<file path="src/rtl/pdp1_tp_chain.sv">
// PDP-1 core-cycle timing-pulse chain.
// It emits one-hot tp pulses STEP clocks apart and free-runs until stopped. It can park after tp[HOLD_TP] until ioc arrives.
module pdp1_tp_chain #(
  parameter int STEP    = 25,
  parameter int NTP     = 10,
  parameter int HOLD_TP = 7
) (
  input  logic           clk,
  input  logic           reset_n,
  input  logic           start,
  input  logic           stop,
  input  logic           ihold,
  input  logic           ioc,
  output logic [NTP-1:0] tp,
  output logic           run,
  output logic           paused,
  output logic           cyc_end
);

  localparam int CW = $clog2(STEP + 1);
  localparam int IW = $clog2(NTP);

  localparam logic [CW-1:0] CNT_ONE  = CW'(1);
  localparam logic [CW-1:0] CNT_LAST = CW'(STEP);
  localparam logic [IW-1:0] IDX_LAST = IW'(NTP - 1);
  localparam logic [IW-1:0] IDX_HOLD = IW'(HOLD_TP);

  typedef enum logic [1:0] {
    S_IDLE,
    S_STEP,
    S_PAUSE
  } state_e;

  typedef struct packed {
    logic [CW-1:0] cnt;
    logic [IW-1:0] idx;
  } pos_t;

  // On resume, the ioc cycle counts as the second clock of the held step.
  // The next pulse then lands STEP-1 clocks after ioc, including when STEP == 2.
  localparam pos_t HOLD_POS = '{cnt: CW'(2), idx: IDX_HOLD};

  state_e state_q, state_d;
  pos_t   pos_q, pos_d;
  logic   fire, at_hold, at_last;

  // One clock of progress along the chain: bump cnt, or wrap it and move to the next pulse.
  function automatic pos_t advance(input pos_t p);
    pos_t n;
    n = p;
    if (p.cnt == CNT_LAST) begin
      n.cnt = CNT_ONE;
      n.idx = (p.idx == IDX_LAST) ? '0 : p.idx + IW'(1);
    end else begin
      n.cnt = p.cnt + CW'(1);
    end
    return n;
  endfunction

  assign fire    = (state_q == S_STEP) && (pos_q.cnt == CNT_ONE);
  assign at_hold = fire && (pos_q.idx == IDX_HOLD);
  assign at_last = fire && (pos_q.idx == IDX_LAST);

  // NOTE: every always_comb output gets a default first, so no path can leave it unassigned and infer a latch.
  always_comb begin
    state_d = state_q;
    pos_d   = pos_q;
    case (state_q)
      S_IDLE: begin
        if (start) begin
          state_d = S_STEP;
          pos_d   = '{cnt: CNT_ONE, idx: '0};
        end
      end
      S_STEP: begin
        if (at_last && stop) begin
          state_d = S_IDLE;
          pos_d   = '0;
        end else if (at_hold && ihold) begin
          state_d = S_PAUSE;
        end else begin
          pos_d = advance(pos_q);
        end
      end
      S_PAUSE: begin
        if (ioc) begin
          state_d = S_STEP;
          pos_d   = advance(HOLD_POS);
        end
      end
      default: begin
        state_d = S_IDLE;
        pos_d   = '0;
      end
    endcase
  end

  // NOTE: state registers use non-blocking assignments, so every flop samples pre-edge values.
  always_ff @(posedge clk or negedge reset_n) begin
    if (!reset_n) begin
      state_q <= S_IDLE;
      pos_q   <= '0;
    end else begin
      state_q <= state_d;
      pos_q   <= pos_d;
    end
  end

  assign tp      = fire ? (NTP'(1) << pos_q.idx) : '0;
  assign run     = (state_q != S_IDLE);
  assign paused  = (state_q == S_PAUSE);
  assign cyc_end = at_last && stop;

endmodule

</file>
<file path="config.mk">
export PLATFORM = sky130hd
export DESIGN_NAME = pdp1_tp_chain
export DESIGN_NICKNAME = d
export VERILOG_FILES = /design/src/rtl/pdp1_tp_chain.sv
export SDC_FILE = /design/constraint.sdc
export NUM_CORES = 1
export LEC_CHECK = 0
export BUFFER_PORTS_ARGS = -buffer_cell sky130_fd_sc_hd__buf_2
export CAP_MARGIN = 20
export CORE_MARGIN = 2
export CORE_UTILIZATION = 30
export CTS_CLUSTER_SIZE = 30
export DETAILED_ROUTE_END_ITERATION = 8
export PLACE_DENSITY = 0.49
export SLEW_MARGIN = 20
export SYNTH_ARGS = -nofsm -noshare
export SYNTH_HDL_FRONTEND = slang
export SYNTH_SLANG_ARGS = --single-unit
</file>
<file path="constraint.sdc">
create_clock -name clk -period 2.4 [get_ports clk]
set_clock_uncertainty 0.15 [all_clocks]
set_input_delay 0.48 -clock clk [delete_from_list [all_inputs] [get_ports clk]]
set_output_delay 0.48 -clock clk [all_outputs]
set_load 0.005 [all_outputs]
</file>
==> summary.txt <==
PwrDens - 1137 mW/mm^2
Ys flop type - dfrtp_1
Lkg Pwr - 0.5530 nW
DP Area - 0.001094 sq mm
Flops & latches, synth - 11
Final Critical Period - 2.329 ns
CTS tree - done
Status - complete, no violations
Antenna cells - 0
Core Area - 0.003003 sq mm
Nets - 147
Area growth syn-to-layout - 30.53%
Slew HR - 58.11%
Vias in the first global route - 894
Critical path data arrival time - 1.70 ns
Final instance area - 0.001225 sq mm
Vias per inst - 5.444
Die Ht - 59.93 um
DRT Wirelength - 2.467 mm
Ys async rst share - 100.0%
Highest Clock Rate - 0.4294 GHz
Min-delay worst type - in -> reg
Clk buf depth - 2
# rows - 20
WS Path Type - reg -> out
Worst slew pin tran - 0.6264 ns
Clock sink total - 11
GRT Total Usage - 15.94%
Drt drc - 0
Share of cells above drive strength 1 - 39.71%
Crit-path max FO - 8
Die ar. - 0.003592 sq mm
DRT iter0 DRCs - 24
Setup Viol. Count Final - 0
RSZ-0062 raised after global routing - true
Ports - 19
Final hold viol count - 0
Vias - 920
Synth Cell Area - 938.4 sq um
Post-synth cell types - 42
Port bufs - 18
GRT overflow - 0
DP HPWL - 1.850 mm
Startpoint types - flop
DRT Pass-1 Iters - 4
Net Count, Synth - 116
RePlAce Congestion - 0.7667
Most frequent cells in the layout - buf_2 (18), buf_4 (13), dfrtp_1 (11)
Max-slew violation count - 0
Yosys Warn Count - 0
Synthesized instance count - 106
Reg clk slew, reported paths - 0.08 ns
Crit share post-route - 97.03%
Initial antenna violation count - 0
Cts bufs inserted - 3
Initial Util - 31.25%
Max-cap violations - 0
Die X - 59.93 um
Seq/Total Area, Yosys - 29.33%
Root Buffer - clkbuf_4
H-tree depth - 1
Syn_area_per_cell - 8.853 sq um
Clk Latency, worst-skew pair - 0.27 ns
Critical Path Sink Type - output pin
Pin count of the biggest net entering global routing - 12
Post-DRT Antenna Nets - 0
Max VDD drop - 472.1 uV
Critical Path RT - 1.77 ns
Post-synth EDFFs - 0
Total power draw - 1.392 mW
First-pass GRT wire length - 4.326 mm
Routed WL per cell - 14.60 um
Commonest non-fill, non-tap cell in the layout - buf_2
[metal layers]
metal / vias to the layer above / routed length, um / track usage [%]
li1: 458 / - / -
met1: 432 / 1198 / 22.65
met2: 26 / 1145 / 24.69
met3: 4 / 88 / 1.299
met4: 0 / 34 / 6.667
met5: - / 0 / 0
[report_power, final]
part | switching, mW | internal [mW]
Combinational | 0.475 | 0.434
Sequential | 0.0892 | 0.263
Clock | 0.0666 | 0.0644
[cells by family (layout without fill, tap and decap cells)]
logic type	Yosys count	count (layout)	synth area share (%)
DFF	11	11	29.33
xor gates and xnor gates	1	1	0.9335
and+or+nand+nor	52	52	35.20
muxes	3	3	3.333
adders and majority gates	4	4	5.334
buffers and inverters	12	42	7.066
AOI/OAI and AO/OA	23	23	18.80
[worst max-delay path: stages (launching register included)]
cell	delay, ns
dfrtp_1	0.42
inv_2	0.08
ha_4	0.13
nor4b_4	0.29
nand2_4	0.14
nor4b_2	0.21
buf_2	0.14
[repair_timing]
action | 4_1_cts | 5_1_grt
endpoints found under the hold margin | 11 | 0
resized for setup | 3 | 10
hold buffers | 1 | 0
pin swaps | 0 | 6
endpoints found under the setup margin | 8 | 10
buffers inserted | 1 | 3
[synthesized netlist by cell type, types with 2 or more instances]
cell / n / area (sq um)
mux2i_1: 2 / 20.02
nor4_1: 3 / 18.77
dfrtp_1: 11 / 275.3
nand2_1: 7 / 26.28
o211ai_1: 5 / 37.54
or2_2: 3 / 18.77
o21ai_0: 6 / 30.03
nand3_1: 4 / 20.02
nor2_1: 10 / 37.54
inv_1: 6 / 22.52
buf_2: 2 / 10.01
nor3b_1: 2 / 15.01
nand4_1: 3 / 18.77
nand2b_1: 4 / 25.02
a2bb2oi_1: 2 / 17.52
o2bb2ai_1: 2 / 17.52
nor3_1: 4 / 20.02
ha_1: 4 / 50.05
buf_4: 3 / 22.52
[through the flow]
stage	setup slack, ns	hold slack (ns)	utilization (%)	TNS (ns)	cells
floorplan	0.3347	0.03441	-	0	106
global placement	0.1263	0.2182	36.42	0	160
detailed placement	0.04874	0.2282	36.42	0	160
CTS	-0.03282	0.2803	38.46	-0.05824	166
global route	-0.03281	0.3008	40.79	-0.08136	169
finish	0.07137	0.2833	40.79	0	169
[state kept, by name (all words and copies together), names as in the netlist]
register,flops
state_q,2
pos_q,9
[final timing paths]
kind,startpoint,to,slack (ns),cells after the start
max,pos_q[5],tp[0],0.07,6
min in group asynchronous,reset_n,pos_q[4],0.45,2
min reg2reg,state_q[0],pos_q[4],0.45,1
max reg2reg,pos_q[5],pos_q[0],0.12,8
min,ioc,state_q[1],0.28,2
max in group asynchronous,reset_n,pos_q[2],1.42,2
[layout make-up]
cell class	count	area, sq um
fill	331	1778
multi-input combinational	83	661.9
sequential	11	275.3
timing repair buffer	32	197.7
tap	33	41.29
clock buffer	4	26.28
inverter	6	22.52
No activity file was read; power rests on OpenSTA's default activity.
